**src/rtl/mac_seq_ctrl.sv**
```systemverilog
// mac_seq_ctrl: initiator-side sequencer for a fixed-point MAC (p <= a*b + c on ce).
// It takes KLEN operand pairs plus a bias, clears the MAC, feeds p back as c to
// accumulate, then returns one dot-product result over a valid/ready handshake.
//
// Ports:
//   clk, sclr           clock (rising edge), asynchronous active-high reset
//   start, bias         begin a dot product (sampled in IDLE), initial accumulator value
//   busy                high whenever the controller is not idle
//   in_valid/in_ready   operand pair handshake, operands in_a (pixel), in_b (weight)
//   res_valid/res_ready result handshake, res_data holds the accumulated result
//   mac_sclr, mac_ce    MAC clear and clock-enable
//   mac_a, mac_b, mac_c MAC operands and addend; mac_p is the MAC output
module mac_seq_ctrl #(
    parameter int unsigned KLEN = 9,
    parameter int unsigned DW   = 16,
    parameter int unsigned AW   = 32
) (
    input  logic          clk,
    input  logic          sclr,
    input  logic          start,
    input  logic [AW-1:0] bias,
    output logic          busy,
    input  logic          in_valid,
    output logic          in_ready,
    input  logic [DW-1:0] in_a,
    input  logic [DW-1:0] in_b,
    output logic          res_valid,
    input  logic          res_ready,
    output logic [AW-1:0] res_data,
    output logic          mac_sclr,
    output logic          mac_ce,
    output logic [DW-1:0] mac_a,
    output logic [DW-1:0] mac_b,
    output logic [AW-1:0] mac_c,
    input  logic [AW-1:0] mac_p
);

    // Tap counter spans 0..KLEN so the increment on the final accept never wraps.
    localparam int unsigned CW = $clog2(KLEN + 1);
    localparam logic [CW-1:0] LastTap = CW'(KLEN - 1);

    typedef enum logic [2:0] {
        StIdle,
        StClear,
        StAcc,
        StDrain,
        StDone
    } state_e;

    state_e          state_q, state_d;
    logic [CW-1:0]   tap_q, tap_d;
    logic [AW-1:0]   bias_q, bias_d;
    logic [AW-1:0]   res_q, res_d;
    logic            clr_q, clr_d;
    logic            accept;

    always_ff @(posedge clk or posedge sclr) begin
        if (sclr) begin
            state_q <= StIdle;
            tap_q   <= '0;
            bias_q  <= '0;
            res_q   <= '0;
            clr_q   <= 1'b0;
        end else begin
            state_q <= state_d;
            tap_q   <= tap_d;
            bias_q  <= bias_d;
            res_q   <= res_d;
            clr_q   <= clr_d;
        end
    end

    always_comb begin
        state_d   = state_q;
        tap_d     = tap_q;
        bias_d    = bias_q;
        res_d     = res_q;
        clr_d     = 1'b0;
        in_ready  = 1'b0;
        res_valid = 1'b0;
        accept    = 1'b0;

        unique case (state_q)
            StIdle: begin
                if (start) begin
                    bias_d  = bias;
                    // Registered so the MAC sees exactly one clear cycle, during CLEAR.
                    clr_d   = 1'b1;
                    state_d = StClear;
                end
            end
            StClear: begin
                tap_d   = '0;
                state_d = StAcc;
            end
            StAcc: begin
                in_ready = 1'b1;
                accept   = in_valid;
                if (accept) begin
                    tap_d = tap_q + CW'(1);
                    if (tap_q == LastTap) begin
                        state_d = StDrain;
                    end
                end
            end
            StDrain: begin
                // The MAC registered the last term on the previous edge, so p is final.
                res_d   = mac_p;
                state_d = StDone;
            end
            StDone: begin
                res_valid = 1'b1;
                if (res_ready) begin
                    state_d = StIdle;
                end
            end
            default: begin
                state_d = StIdle;
            end
        endcase
    end

    assign busy     = (state_q != StIdle);
    assign res_data = res_q;

    // Reset clears the MAC immediately, without waiting for a clock.
    assign mac_sclr = sclr | clr_q;

    // The accept is passed straight through to the MAC; operands are zeroed when idle.
    assign mac_ce = accept;
    assign mac_a  = accept ? in_a : '0;
    assign mac_b  = accept ? in_b : '0;
    // First term adds the bias; later terms feed the running sum back in.
    assign mac_c  = accept ? ((tap_q == '0) ? bias_q : mac_p) : '0;

endmodule

```
**config.mk**
```make
export PLATFORM = sky130hd
export DESIGN_NAME = mac_seq_ctrl
export DESIGN_NICKNAME = d
export VERILOG_FILES = /design/src/rtl/mac_seq_ctrl.sv
export SDC_FILE = /design/constraint.sdc
export NUM_CORES = 1
export LEC_CHECK = 0
export ABC_AREA = 0
export BUFFER_PORTS_ARGS = -buffer_cell sky130_fd_sc_hd__buf_2
export CAP_MARGIN = 40
export CORE_AREA = 5 5 94 96
export CTS_CLUSTER_DIAMETER = 120
export DETAILED_ROUTE_END_ITERATION = 6
export DIE_AREA = 0 0 99 101
export PLACE_DENSITY = 0.82
export SYNTH_ARGS = -nofsm -noshare
export SYNTH_HDL_FRONTEND = slang
export SYNTH_SLANG_ARGS = --single-unit
export TNS_END_PERCENT = 100
```
**constraint.sdc**
```tcl
create_clock -name clk -period 2.95 [get_ports clk]
set_input_delay 0.295 -clock clk [delete_from_list [all_inputs] [get_ports clk]]
set_output_delay 0.295 -clock clk [all_outputs]
set_load 0.03 [all_outputs]
```
==> results.cfg, run 1 <==
[timing]
slew_viol_final = 0
hold_violations = 0
max-slew-margin-rel_pct = 52.6
min_period_over_period_pct = 86.8
whs_ns = 0.0444
worst-slew-pin-transition_ns = 0.711
setup_violations = 0
fin_setup_tns_ns = 0
timing.final.crit_period_ns = 2.56
clock_skew_ns = 0.00843
max_clock_freq_mhz = 391
grt_setup_unrepaired = no

[floorplanning]
die_h_um = 101
floorplan.initialDensity_pct = 44.4
placementRows = 33
floorplan.core_area_um2 = 7970
chipWidth_um = 99
io_pins = 202
die-area_um2 = 10000

[finish]
antenna_cells_inserted = 0
stdcell_count = 637
layout-area-overhead-vs-synth_pct = 36.7
finish.net_count = 630
fin_area_um2 = 4840
drive_above_1_share_pct = 49.4

[place]
finalWeightedCongestion = 0.835
placed_cells_incl_taps = 621
placed_area_um2 = 4620
io_buffers = 201
post-dp-hpwl_um = 7270

[logic_synthesis]
synth-seq-cells = 72
synth_adder_area_share_pct = 0.707
synthSimpleGateAreaFrac_pct = 16.3
synth_area_per_cell_um2 = 10.7
mappedNetlistArea_um2 = 3540
synth.mux.area_fraction_pct = 20.4
synth.largest_area_cell = dfrtp_1
yosys.cell_types.count = 32
synthCells = 332
synthXorXnorAreaFrac_pct = 0.247
combinational_family_with_the_most_area_after_synthesis = multiplexers
synthDominantCellAreaShare_pct = 50.9
synthesis.yosys.warnings = 0
synth_top_area_cells = dfrtp_1 51%, mux2_2 11%, mux2_1 9.2%
syn-num-nets = 435
synth_compound_gate_area_share_pct = 7.25
share_of_the_yosys_chip_area_belonging_to_registers_pct = 50.9

[clock_network]
cts-htree-levels = 3
post_cts_resize_count = 0
cts_made_buffers = 9
cts.repair_timing.setup_buffer_count = 0
clock-root-buffer = clkbuf_8
cts_tree = done
insertion_delay_ns = 0.34
cts_buffer_depth = 2
clk_pin_slew_worst_paths_ns = 0.08
hold_buffers = 0
cts_num_sinks = 72

[global_routing]
grt_start_max_net_pins = 73
globalRouteTotalUtil_pct = 18.6
global_route_wire_length_before_repair_um = 15000
initial_antenna_violation_count = 0
grt.overflow.total = 0
first_global_vias = 3159

[pwr]
vdd_ir_max_mv = 0.528
p_leak_nw = 2.56
power.density_nw_per_um2 = 1120

[setup_path]
cp_data_arrival_time_ns = 2.26
worst_path_max_delay_cell = or3b_2
crit_path_end_kind = output port
cp_cell_sequence = inv_1 -> ha_1 -> or3b_2 -> nand2_1 -> a21oi_1 -> buf_2
worstPathRequired_ns = 2.65
setup.worst_path.start_class = flop
r2r_slack_ns = 0.90
critical_path.max_fanout = 32
timing_worst_setup_path_type = flop to output port
slowest_delay_ns = 0.66

[route]
drt-vias-per-instance = 4.86
drt_pre_antenna_iters = 4
detail_route.drc_violations = 0
detail_route.wl_per_cell_um = 15.1
dr_total_vias = 3098
drt_first_iter_violations = 91
antenna_violating_nets_post_route = 0
routed_wl_um = 9610

[status]
run_status = finished, final reports clean

[min_path]
worst_hold_path_type = primary input to asynchronous set/reset pin

[run]
max-cap-violations = 0
per-stage QoR:
stage | worst slack, ns | utilization [%] | power [mW]
3_5_place_dp | 0.746 | 57.9 | 4.64
5_1_grt | 0.155 | 60.7 | 5.80
2_1_floorplan | 0.830 | - | 3.85
4_1_cts | 0.350 | 60.7 | 5.50
3_3_place_gp | 0.797 | 57.9 | 4.54
6_report | 0.391 | 60.7 | 5.44
logic make-up after synthesis:
logic type / after synthesis
adder cells (fa/ha/maj): 2
multiplexers: 64
flip-flops: 72
AO/OA/AOI/OAI: 47
XOR/XNOR: 1
buffers and inverters: 30
AND/OR/NAND/NOR: 116
final timing paths:
check                                        from                     end  cells past startpoint
max                          tap_q[0]$_DFFE_PP0P_               mac_c[30]                      6
min                                          sclr   bias_q[1]$_DFFE_PP0P_                      3
max in group asynchronous                    sclr  bias_q[20]$_DFFE_PP0P_                      3
min in group clk                        res_ready  state_q[2]$_DFFE_PP0P_                      2
min reg2reg                bias_q[23]$_DFFE_PP0P_  bias_q[23]$_DFFE_PP0P_                      1
max reg2reg                state_q[0]$_DFFE_PP0P_  bias_q[27]$_DFFE_PP0P_                      3
layer usage:
metal	up-vias	wire, um	share of wire [%]	track usage (%)
met2	112	4870	51	31.3
met1	1458	3900	41	23.2
met5	-	0	0	0
met3	15	684	7.1	4.57
met4	0	154	1.6	7.14
li1	1513	-	-	-
flip-flops by register name, indices dropped and copies added, names as in the netlist:
name	cells
bias_q	32
state_q	3
res_data	32
clr_q	1
tap_q	4
critical path: cells and delay by family, from the launching register on:
kind	cells	cell delay (ns)
and+or+nand+nor	2	0.78
adders and majority gates	1	0.22
DFF	1	0.41
buffers and inverters	2	0.31
AOI/OAI and AO/OA	1	0.21
cells in the final DEF, fill, tap and decap left out, types with 3 or more instances in the layout:
master    instances
mux2_2           35
buf_2           201
a21oi_1          33
mux2_1           29
buf_4             5
o21ai_0           7
inv_1             6
dfrtp_1          72
clkbuf_8         10
nor3_1            3
nor2_1            3
nand2_1          65
and2_1           33
synth_stat cells:
cell      count
nand4_1       1
a32oi_1       2
buf_2        11
nor3b_1       1
xnor2_1       1
nor2_8        1
a21oi_1      33
buf_6         3
mux2_1       29
nand3_1       1
nand3b_1      1
nand2_1      65
a31oi_1       2
or3b_2        1
and2_1       33
nand2b_1      1
and3_1        1
a22oi_1       1
ha_1          2
or3_4         1
or2_2         1
nor3_1        3
clkbuf_1      9
and4b_1       1
mux2_2       35
o311a_1       1
inv_1         7
o21ai_0       7
dfrtp_1      72
a211o_1       1
nor4_1        1
nor2_1        3
final cells by class:
| class | count | area, um2 |
|---|---|---|
| Multi-Input combinational cell | 230 | 1590 |
| Inverter | 7 | 26.3 |
| Tap cell | 105 | 131 |
| Fill cell | 696 | 3130 |
| Timing Repair Buffer | 207 | 1060 |
| Clock inverter | 5 | 80.1 |
| Sequential cell | 72 | 1800 |
| Clock buffer | 11 | 141 |
where the power goes:
part / total [mW] / switching (mW) / internal, mW / leakage, nW
sequential: 1.76 / 0.285 / 1.48 / 0.854
combinational: 2.82 / 1.81 / 1.01 / 1.60
clock: 0.862 / 0.364 / 0.498 / 0.106
Note: power is estimated with default switching activity, not from simulation.
==> inputs of run 2 (changes only) <==
- PLACE_DENSITY: 0.82 -> default
- PLACE_DENSITY_LB_ADDON: default -> 0.12
==> results.cfg, run 2 (synthesis gave the netlist of run 1 again) <==
[route]
drt-vias-per-instance = 4.86
routed_wl_um = 9930
dr_total_vias = 3084
detail_route.wl_per_cell_um = 15.7
drt_pre_antenna_iters = 4
drt_first_iter_violations = 55
detail_route.drc_violations = 0
antenna_violating_nets_post_route = 0

[pwr]
total_power_mw = 5.33
power.density_nw_per_um2 = 1110
p_leak_nw = 2.54
vdd_ir_max_mv = 0.500

[floorplanning]
floorplan.initialDensity_pct = 44.4
die_h_um = 101
placementRows = 33
floorplan.core_area_um2 = 7970
chipWidth_um = 99
io_pins = 202
die-area_um2 = 10000

[global_routing]
grt.overflow.total = 0
global_route_wire_length_before_repair_um = 15500
initial_antenna_violation_count = 0
grt_start_max_net_pins = 45
globalRouteTotalUtil_pct = 19.6
first_global_vias = 3082

[place]
setup_ws_pre_cts_ns = 0.717
io_buffers = 201
placed_area_um2 = 4620
finalWeightedCongestion = 0.795
post-dp-hpwl_um = 7450

[clock_network]
insertion_delay_ns = 0.35
cts_tree = done
post_cts_resize_count = 0
clock-root-buffer = clkbuf_8
hold_buffers = 0
clk_pin_slew_worst_paths_ns = 0.08
cts-htree-levels = 3
cts_num_sinks = 72
cts.repair_timing.setup_buffer_count = 0
cts_buffer_depth = 2
cts_made_buffers = 9

[timing]
clock_skew_ns = 0.0112
slew_viol_final = 0
hold_violations = 0
final_ws_setup_ns = 0.411
timing.final.crit_period_ns = 2.54
setup_violations = 0
min_period_over_period_pct = 86.1
fin_setup_tns_ns = 0
max_clock_freq_mhz = 394
max-slew-margin-rel_pct = 51.6
grt_setup_unrepaired = no
worst-slew-pin-transition_ns = 0.727

[status]
run_status = finished, final reports clean

[finish]
leading_cell_type_in_the_layout_fill_and_taps_excluded = buf_2
filler_cell_count = 729
antenna_cells_inserted = 0
finish.net_count = 630
fin_area_um2 = 4790
drive_above_1_share_pct = 49.0
final_cell_mix = 201 x buf_2, 72 x dfrtp_1, 65 x nand2_1
layout-area-overhead-vs-synth_pct = 35.4

[setup_path]
crit_path_end_kind = output port
cp_data_arrival_time_ns = 2.24
worstPathRequired_ns = 2.65
timing_worst_setup_path_type = flop to output port
critical_path.max_fanout = 32
setup.worst_path.start_class = flop

[run]
max-cap-violations = 0

[min_path]
worst_hold_path_type = primary input to asynchronous set/reset pin
run 2: cell types whose count changed in the layout (fill, tap and decap cells not counted):
cell / previous run / this run
clkinvlp_4: 2 / 0
bufinv_16: 2 / 1
clkbuf_1: 1 / 2
clkinv_2: 1 / 0
run 2: final cells by class:
class	instances	area (um2)	share of cell area, %
Clock inverter	1	30.0	0.627
Tap cell	105	131	2.74
Inverter	7	26.3	0.548
Multi-Input combinational cell	230	1590	33.3
Timing Repair Buffer	207	1060	22.2
Sequential cell	72	1800	37.6
Clock buffer	12	145	3.03
run 2: worst max-delay path, cell delays in order (launching register included):
cell	delay [ns]
dfrtp_1	0.42
inv_1	0.06
ha_1	0.19
or3b_2	0.67
nand2_1	0.11
a21oi_1	0.21
buf_2	0.23
run 2: worst paths after layout:
check | startpoint | end | slack, ns | cells after the start
max in group asynchronous | sclr | res_data[9]$_DFFE_PP0P_ | 2.24 | 3
hold reg to reg | bias_q[10]$_DFFE_PP0P_ | bias_q[10]$_DFFE_PP0P_ | 0.49 | 1
setup reg to reg | state_q[0]$_DFFE_PP0P_ | bias_q[31]$_DFFE_PP0P_ | 0.89 | 3
min in group clk | bias[10] | bias_q[10]$_DFFE_PP0P_ | 0.16 | 2
setup / recovery | tap_q[1]$_DFFE_PP0P_ | mac_c[31] | 0.41 | 6
hold / removal | sclr | res_data[3]$_DFFE_PP0P_ | 0.03 | 2
run 2: layer usage:
| metal | track usage, % | routed length, um | vias to the layer above |
|---|---|---|---|
| met2 | 32.9 | 4940 | 97 |
| li1 | - | - | 1503 |
| met3 | 5.47 | 665 | 16 |
| met5 | 0 | 0 | - |
| met1 | 24.2 | 4170 | 1468 |
| met4 | 6.93 | 147 | 0 |
run 2: through the flow:
stage               hold slack (ns)  std cells  utilization (%)
floorplan                     0.402        332                -
global placement              0.424        621             57.9
detailed placement            0.425        621             57.9
CTS                          0.0528        634             60.1
global route                 0.0869        634             60.1
finish                       0.0301        634             60.1
run 2: where the power goes:
group          switching, mW  internal [mW]
Clock                  0.344          0.401
Sequential             0.284           1.48
Combinational           1.82           1.01
==> inputs of run 3 (changes only) <==
- CORE_AREA: 5 5 94 96 -> 5 5 87 105
- DIE_AREA: 0 0 99 101 -> 0 0 92 110
==> results.cfg, run 3 (synthesis gave the netlist of run 1 again) <==
[pwr]
vdd_ir_max_mv = 0.629
p_leak_nw = 2.54
total_power_mw = 5.29
power.density_nw_per_um2 = 1110

[finish]
filler_cell_count = 721
finish.net_count = 631
final_cell_mix = 201 x buf_2, 72 x dfrtp_1, 65 x nand2_1
leading_cell_type_in_the_layout_fill_and_taps_excluded = buf_2
layout-area-overhead-vs-synth_pct = 34.8
drive_above_1_share_pct = 49.4
multi_input_gate_area_um2 = 1590
antenna_cells_inserted = 0
final-seq-area_um2 = 1800

[route]
drt_pre_antenna_iters = 4
drt-vias-per-instance = 5.02
routed_wl_um = 10300
drt_first_iter_violations = 135
dr_total_vias = 3149
detail_route.drc_violations = 0
detail_route.wl_per_cell_um = 16.4
antenna_violating_nets_post_route = 0

[global_routing]
grt.overflow.total = 0
initial_antenna_violation_count = 0
grt_start_max_net_pins = 35
first_global_vias = 3296
global_route_wire_length_before_repair_um = 16400
globalRouteTotalUtil_pct = 21.0

[floorplanning]
die-area_um2 = 10100
die_h_um = 110
floorplan.core_area_um2 = 8020
io_pins = 202
floorplan.initialDensity_pct = 44.1
placementRows = 36
chipWidth_um = 92

[clock_network]
cts_made_buffers = 9
cts_tree = done
cts-htree-levels = 3
clk_pin_slew_worst_paths_ns = 0.07
cts.repair_timing.setup_buffer_count = 0
post_cts_resize_count = 0
cts_num_sinks = 72
clock-root-buffer = clkbuf_8
cts_buffer_depth = 2
hold_buffers = 0
insertion_delay_ns = 0.34

[setup_path]
worstPathRequired_ns = 2.65
worst_r2r_src = state_q[0]$_DFFE_PP0P_
ff2ff_path_depth = 3
r2r_slack_ns = 0.91
critical_path.max_fanout = 32
timing_worst_setup_path_type = flop to output port
setup.worst_path.start_class = flop
r2r-end = bias_q[31]$_DFFE_PP0P_
startpoint = tap_q[0]$_DFFE_PP0P_
cp_data_arrival_time_ns = 2.27
crit_path_end_kind = output port

[place]
post-dp-hpwl_um = 7980
finalWeightedCongestion = 0.822
io_buffers = 201
setup_ws_pre_cts_ns = 0.734

[timing]
final_ws_setup_ns = 0.383
fin_setup_tns_ns = 0
hold_violations = 0
setup_violations = 0
max_clock_freq_mhz = 389
slew_viol_final = 0
max-slew-margin-rel_pct = 51.2
grt_setup_unrepaired = no
worst-slew-pin-transition_ns = 0.732
clock_skew_ns = 0.00534
min_period_over_period_pct = 87.0
timing.final.crit_period_ns = 2.57

[min_path]
worst_hold_path_type = primary input to asynchronous set/reset pin

[run]
max-cap-violations = 0

[status]
run_status = finished, final reports clean
run 3: layer usage:
layer | wire length, um | GRT usage (%) | part of all wire, %
met1 | 3530 | 20.8 | 34
met2 | 5390 | 38.8 | 52
met3 | 1010 | 7.40 | 9.8
met4 | 351 | 10.5 | 3.4
met5 | 0 | 0 | 0
run 3: how the worst max path moves through the flow:
| stage | to | slack, ns |
|---|---|---|
| finish | mac_c[21] | 0.38 |
| global route | mac_a[6] | 0.1 |
| CTS | mac_c[14] | 0.35 |
| detailed placement | mac_c[14] | 0.73 |
| global placement | mac_c[19] | 0.82 |
| floorplan | bias_q[0]$_DFFE_PP0P_ | 0.83 |
run 3: metrics by stage:
step | util, % | cell area (um2) | hold slack (ns) | cells
CTS | 59.5 | 4770 | 0.0769 | 627
floorplan | - | 3540 | 0.402 | 332
global placement | 57.4 | 4600 | 0.465 | 612
global route | 59.5 | 4770 | 0.122 | 627
finish | 59.5 | 4770 | 0.0717 | 627
detailed placement | 57.4 | 4600 | 0.461 | 612
run 3: cell type report:
cell class	count	share of cell area, %
Sequential cell	72	37.8
Multi-Input combinational cell	230	33.4
Timing Repair Buffer	208	22.2
Clock buffer	12	3.25
Tap cell	95	2.49
Inverter	7	0.551
Clock inverter	3	0.367
run 3: power by group:
group / internal (mW) / total [mW] / leakage (nW) / switching [mW]
clock network: 0.344 / 0.687 / 0.0882 / 0.344
registers: 1.48 / 1.76 / 0.854 / 0.283
logic: 1.01 / 2.84 / 1.60 / 1.84
run 3: critical path, stage by stage (launching register included):
cell,delay (ns)
dfrtp_1,0.42
inv_1,0.10
ha_1,0.17
or3b_2,0.76
nand2_1,0.18
a21oi_1,0.08
buf_2,0.19
